`src/rtl/fifo_pkg.sv`:
```
// Shared sizing constants and types for the FIFO read-side output buffer.
// Used by fifo_skid_buf and fifo_rd_port (optional FIFO_RD_CNT_EN lives in the top).
package fifo_pkg;

  localparam int BUF_DEPTH = 2;
  localparam int OCC_W     = 2;
  localparam int PTR_W     = 1;

  typedef logic [OCC_W-1:0] occ_t;
  typedef logic [PTR_W-1:0] ptr_t;

  function automatic ptr_t ptr_inc(input ptr_t p);
    return p + ptr_t'(1);
  endfunction

endpackage

```
`src/rtl/fifo_skid_buf.sv`:
```
// Two-entry circular buffer holding words returned by the FIFO storage.
// Supports write, pop and flush in the same cycle; flush wins over both.
module fifo_skid_buf
  import fifo_pkg::*;
#(
  parameter int WIDTH = 8
) (
  input  logic             i_clk,
  input  logic             i_rst,
  input  logic             i_wr,
  input  logic [WIDTH-1:0] i_wr_data,
  input  logic             i_pop,
  input  logic             i_flush,
  output logic [WIDTH-1:0] o_head,
  output logic [OCC_W-1:0] o_occ
);

  logic [WIDTH-1:0] mem_q [BUF_DEPTH];
  logic [WIDTH-1:0] mem_d [BUF_DEPTH];
  ptr_t             head_q, head_d;
  ptr_t             tail_q, tail_d;
  occ_t             occ_q, occ_d;
  logic             do_pop;
  logic             do_wr;

  // A write into a full buffer is only legal when the head leaves the same edge.
  always_comb begin
    do_pop = i_pop && (occ_q != '0) && !i_flush;
    do_wr  = i_wr && !i_flush && (do_pop || (occ_q != occ_t'(BUF_DEPTH)));
    mem_d  = mem_q;
    head_d = head_q;
    tail_d = tail_q;
    occ_d  = occ_q;
    if (i_flush) begin
      head_d = '0;
      tail_d = '0;
      occ_d  = '0;
    end else begin
      if (do_wr) begin
        mem_d[tail_q] = i_wr_data;
        tail_d        = ptr_inc(tail_q);
      end
      if (do_pop) begin
        head_d = ptr_inc(head_q);
      end
      case ({do_wr, do_pop})
        2'b10:   occ_d = occ_q + occ_t'(1);
        2'b01:   occ_d = occ_q - occ_t'(1);
        default: occ_d = occ_q;
      endcase
    end
  end

  always_ff @(posedge i_clk) begin
    if (i_rst) begin
      for (int i = 0; i < BUF_DEPTH; i++) begin
        mem_q[i] <= '0;
      end
      head_q <= '0;
      tail_q <= '0;
      occ_q  <= '0;
    end else begin
      mem_q  <= mem_d;
      head_q <= head_d;
      tail_q <= tail_d;
      occ_q  <= occ_d;
    end
  end

  always_comb begin
    o_head = mem_q[head_q];
    o_occ  = occ_q;
  end

endmodule

```
`src/rtl/fifo_rd_port.sv`:
```
// Read-side controller: issues storage reads, tracks the in-flight return and
// streams buffered words downstream. Optional delivered-word counter: FIFO_RD_CNT_EN.
module fifo_rd_port
  import fifo_pkg::*;
#(
  parameter int WIDTH = 8,
  parameter int CNT_W = 16
) (
  input  logic             i_clk,
  input  logic             i_rst,
  input  logic             i_empty,
  output logic             o_rd_en,
  input  logic [WIDTH-1:0] i_rd_data,
  input  logic             i_flush,
  output logic             o_valid,
  output logic [WIDTH-1:0] o_data,
  input  logic             i_ready
`ifdef FIFO_RD_CNT_EN
  ,
  output logic [CNT_W-1:0] o_rd_cnt
`endif
);

  logic             inflight_q, inflight_d;
  logic             pop;
  logic             buf_wr;
  logic [OCC_W:0]   committed;
  logic [OCC_W-1:0] occ;
  logic [WIDTH-1:0] head;

  // Words already owned (buffered + returning) minus the one leaving must leave room.
  always_comb begin
    o_valid    = (occ != '0);
    o_data     = head;
    pop        = o_valid && i_ready;
    committed  = {1'b0, occ} + {{OCC_W{1'b0}}, inflight_q} - {{OCC_W{1'b0}}, pop};
    o_rd_en    = !i_empty && !i_flush && !i_rst && (committed < (OCC_W+1)'(BUF_DEPTH));
    inflight_d = o_rd_en;
    buf_wr     = inflight_q && !i_flush;
  end

  always_ff @(posedge i_clk) begin
    if (i_rst) begin
      inflight_q <= 1'b0;
    end else begin
      inflight_q <= inflight_d;
    end
  end

  fifo_skid_buf #(
    .WIDTH(WIDTH)
  ) u_buf (
    .i_clk     (i_clk),
    .i_rst     (i_rst),
    .i_wr      (buf_wr),
    .i_wr_data (i_rd_data),
    .i_pop     (pop),
    .i_flush   (i_flush),
    .o_head    (head),
    .o_occ     (occ)
  );

`ifdef FIFO_RD_CNT_EN
  logic [CNT_W-1:0] rd_cnt_q, rd_cnt_d;

  // Flush suppresses the pop, so a word presented in the flush cycle is not counted.
  always_comb begin
    rd_cnt_d = rd_cnt_q;
    if (pop && !i_flush) begin
      rd_cnt_d = rd_cnt_q + CNT_W'(1);
    end
  end

  always_ff @(posedge i_clk) begin
    if (i_rst) begin
      rd_cnt_q <= '0;
    end else begin
      rd_cnt_q <= rd_cnt_d;
    end
  end

  assign o_rd_cnt = rd_cnt_q;
`else
  logic unused_cnt_w;
  assign unused_cnt_w = ^CNT_W;
`endif

endmodule
```
`config.mk`:
```
export PLATFORM = sky130hd
export DESIGN_NAME = fifo_rd_port
export DESIGN_NICKNAME = d
export VERILOG_FILES = /design/src/rtl/fifo_pkg.sv /design/src/rtl/fifo_skid_buf.sv /design/src/rtl/fifo_rd_port.sv
export SDC_FILE = /design/constraint.sdc
export NUM_CORES = 1
export LEC_CHECK = 0
export ABC_CLOCK_PERIOD_IN_PS = 2300
export CAP_MARGIN = 0
export CORE_MARGIN = 4
export CORE_UTILIZATION = 50
export DETAILED_ROUTE_END_ITERATION = 16
export GPL_TIMING_DRIVEN = 1
export PLACE_DENSITY_LB_ADDON = 0.1
export SLEW_MARGIN = 15
export SYNTH_ARGS = -nofsm -noshare
export SYNTH_HDL_FRONTEND = slang
export SYNTH_SLANG_ARGS = --single-unit
export TNS_END_PERCENT = 20
```
`constraint.sdc`:
```
create_clock -name i_clk -period 2.3 [get_ports i_clk]
set_clock_uncertainty 0.15 [all_clocks]
set_input_delay 0.23 -clock i_clk [delete_from_list [all_inputs] [get_ports i_clk]]
set_output_delay 0.23 -clock i_clk [all_outputs]
set_load 0.005 [all_outputs]
```
==> reports/results.tsv <==
stage	metric	value	unit
critical_path	Critical Path Slowest Stage Cell	fa_2	
power	switching portion of total power	23.4	%
final_layout	cell area after layout	0.00146	sq mm
power	Clk pwr share	28.3	%
global_routing	vias in the first global route	840	
sta	Tcrit/Tclk final	106	%
synthesis	Mapped Cells	109	
critical_path	CP Data Arrival Time	2060	ps
critical_path	Largest stage delay, worst path	520	ps
clock_network	total CTS buffers	3	
clock_network	Worst-Skew Late Latency	300	ps
synthesis	yosys warns	0	
critical_path	R2R Path End	inflight_q	
routing	TritonRoute pass-1 iters	2	
critical_path	worst-path fanout max	2	
floorplan	Initial Util	55.0	%
routing	post-DR wirelength/cell	13.0	microns
global_routing	initial antenna violation count	0	
power	Power Density	435	mW/mm^2
power	sequential cell fraction of total power	58.7	%
critical_path	Startpoint Class	flip-flop	
clock_network	CTS tree	done	
final_layout	footprint of the multi-input gates	674	sq um
global_routing	total gr overflow	0	
critical_path	family with the most delay on the worst path	adder cells	
floorplan	Die Area	0.00307	sq mm
synthesis	Mapped Area	0.00112	sq mm
sta	Slew headroom	67.2	%
clock_network	H-tree Lvls	1	
global_routing	first-pass GRT wire length	3630	microns
power	peak supply drop	0.279	mV
synthesis	largest family of logic cells by synthesized area	simple AND/OR/NAND/NOR gates	
status	violated checks	negative setup slack	
routing	DRT iter0 DRCs	3	
critical_path	WP data required	1920	ps
status	status	complete, but fails checks	
final_layout	Post-layout nets	155	
critical_path	critical path buffer and inverter count	1	
clock_network	Max clock buf depth	2	
final_layout	register area	423	sq um
placement	GP Congestion	0.858	
clock_network	root buf cell	clkbuf_4	
routing	Total Wirelength	2160	microns
final_layout	# diodes	0	
critical_path	flop-to-flop setup slack	430	ps
clock_network	clock sinks	21	
critical_path	launching point of the worst reg2reg path	u_buf.o_occ[1]	
placement	dpl hpwl	1640	microns
routing	Vias/cell	5.01	
power	combinational share of power	13.0	%
synthesis	post-synthesis sequential area ratio	37.4	%
synthesis	syn nets	124	
sta	Hold WS	333	ps
synthesis	syn_area_per_cell	10.3	sq um
final_layout	layout cell share with drive strength beyond 1	23.0	%
placement	Post-DP Area	0.00141	sq mm
job	max_cap viols	0	
synthesis	mux share of post-synthesis cell area	23.2	%
power	Pint	486	uW
synthesis	Synth Area in Simple Gates	25.9	%
global_routing	GRT Overall Usage	14.3	%
routing	DRC viols	0	
synthesis	Yosys cell types	29	
critical_path	critical path type	flip-flop to output port	
clock_network	Worst-path clk slew	120	ps
power	Leakage	0.591	nW
routing	final antenna-violating net count	0	
floorplan	I/O pins	23	
critical_path	endpoint type of the worst setup path	output port	
final_layout	Synth-to-Final Area Change	30.0	%
critical_path	worst path cell trace	o21a_1 -> ha_1 -> nand2b_4 -> fa_2 -> and4b_1 -> buf_2	
sta	fmax	410	MHz
floorplan	row count	16	
power	NetSw	149	uW
placement	placed cell count	161	
floorplan	core footprint	0.00204	sq mm
final_layout	final core occ	71.5	%
sta	fin crit period	2440	ps
global_routing	pin count of the biggest net entering global routing	26	
floorplan	die width	55.4	microns
sta	setup violators final	1	
routing	via count	832	
synthesis	Synth Register Bits	21	
synthesis	Synth Area in Adders	2.90	%
sta	final hold viol count	0	
sta	worst setup margin	-140	ps
critical_path	Worst Setup EP	o_rd_en	
critical_path	crit path from	u_buf.o_occ[1]	
min_path	worst hold path type	flip-flop to flip-flop	
sta	Worst Tran Pin Value	490	ps
floorplan	Die Height	55.4	microns
final_layout	post-route insts no fill	166	
critical_path	Worst R2R Path Depth	6	
placement	buffers added on ports	22	
synthesis	compound-cell area share of the yosys netlist	4.12	%
sta	RSZ-0062 raised after global routing	true	
sta	max-slew violations	0	
synthesis	XOR/XNOR share of the synthesized area	2.34	%
critical_path	number of cells on the critical path	6	
final_layout	fillers	167	
==> cell usage in the layout, fill, tap and decap left out, types with 2 or more instances in the layout <==
cell type | netlist | final
and4b_1 | 2 | 2
buf_4 | 1 | 10
clkbuf_4 | 0 | 3
clkdlybuf4s50_1 | 0 | 21
dfxtp_1 | 21 | 19
dfxtp_2 | 0 | 2
inv_1 | 3 | 3
mux2_2 | 8 | 8
mux2i_1 | 17 | 17
nand2_1 | 3 | 3
nand2b_1 | 26 | 25
nor2_1 | 2 | 2
o21ai_0 | 3 | 3
xnor2_1 | 3 | 2
==> cell type report <==
type | count | area share [%]
inverters | 3 | 0.771
clock buffers | 3 | 1.54
flip-flops and latches | 21 | 29.0
clock inverters | 1 | 0.343
repair buffers | 32 | 19.9
well taps | 27 | 2.31
multi-input cells | 79 | 46.2
==> repair_timing <==
action                                 CTS  global route
pin swaps                                4             4
setup buffers                            1             0
resized for setup                        9             0
endpoints found under the hold margin    0             0
hold buffers                             0             0
setup endpoints to repair                1             1
==> metrics by stage <==
step	setup slack, ps	power (mW)	TNS, ps
2_1_floorplan	122	0.418	0
4_1_cts	-170	0.641	-170
3_3_place_gp	-535	0.460	-535
6_report	-140	0.635	-140
5_1_grt	-286	0.663	-286
3_5_place_dp	-566	0.463	-566
==> how the worst min path moves through the flow <==
stage	from	slack (ps)	cells after the start	endpoint
floorplan	i_flush	160	1	u_buf.head_q
global placement	u_buf.mem_q[14]	300	2	u_buf.mem_q[14]
detailed placement	u_buf.mem_q[7]	310	2	u_buf.mem_q[7]
CTS	u_buf.mem_q[7]	330	2	u_buf.mem_q[7]
global route	u_buf.mem_q[3]	350	2	u_buf.mem_q[3]
finish	u_buf.mem_q[4]	330	2	u_buf.mem_q[4]
==> worst reg2reg max path: stages (launching register included) <==
cell and delay (ps):
dfxtp_2 340, o21a_1 190, ha_1 270, nand2b_4 140, fa_2 350, xnor2_2 140
and4b_1 200
==> synth_stat cells <==
| cell type | n | area (sq um) |
|---|---|---|
| o21a_1 | 1 | 7.51 |
| nor2_1 | 2 | 7.51 |
| buf_2 | 1 | 5.00 |
| or3_1 | 1 | 6.26 |
| nor3_1 | 1 | 5.00 |
| a21boi_0 | 1 | 7.51 |
| nor2b_1 | 1 | 6.26 |
| ha_1 | 1 | 12.5 |
| fa_1 | 1 | 20.0 |
| dfxtp_1 | 21 | 420 |
| mux2_2 | 8 | 90.1 |
| o2111a_1 | 1 | 11.3 |
| a21oi_1 | 1 | 5.00 |
| buf_4 | 1 | 7.51 |
| or3b_4 | 1 | 11.3 |
| nand3_2 | 1 | 10.0 |
| nand4b_1 | 1 | 8.76 |
| nand2b_1 | 26 | 163 |
| and3_1 | 1 | 6.26 |
| buf_6 | 1 | 11.3 |
| inv_1 | 3 | 11.3 |
| nor3b_2 | 1 | 12.5 |
| o21ai_0 | 3 | 15.0 |
| and4b_1 | 2 | 20.0 |
| clkbuf_1 | 3 | 11.3 |
| mux2i_1 | 17 | 170 |
| nor4b_4 | 1 | 23.8 |
| nand2_1 | 3 | 11.3 |
| xnor2_1 | 3 | 26.3 |
==> routing by layer <==
| metal | up-vias | global-route usage, % | wire length [microns] |
|---|---|---|---|
| met1 | 381 | 17.2 | 988 |
| met3 | 2 | 3.03 | 83 |
| met4 | 0 | 3.13 | 19 |
| li1 | 430 | - | - |
| met5 | - | 0 | 0 |
| met2 | 19 | 25.7 | 1070 |
==> state kept, by name (all words and copies together) (netlist names) <==
| signal | flops |
|---|---|
| u_buf.mem_q | 16 |
| inflight_q | 1 |
| u_buf.tail_q | 1 |
| u_buf.o_occ | 2 |
| u_buf.head_q | 1 |
==> cell families (layout without fill, tap and decap cells) <==
| kind of cell | count (synthesis) | after routing |
|---|---|---|
| simple gates | 42 | 42 |
| mux | 25 | 25 |
| flops | 21 | 21 |
| buf+inv | 9 | 39 |
| compound gates | 7 | 7 |
| xor+xnor | 3 | 3 |
| fa+ha+maj | 2 | 2 |
==> power by group through the flow <==
| stage | Combinational, mW | Sequential, mW | Clock [mW] |
|---|---|---|---|
| floorplan | 0.0386 | 0.379 | 0 |
| finish | 0.0828 | 0.372 | 0.180 |
| detailed placement | 0.0824 | 0.380 | 0 |
| global route | 0.0909 | 0.373 | 0.199 |
| global placement | 0.0805 | 0.380 | 0 |
| CTS | 0.0834 | 0.372 | 0.185 |
Power figures use the tool's default switching activity.
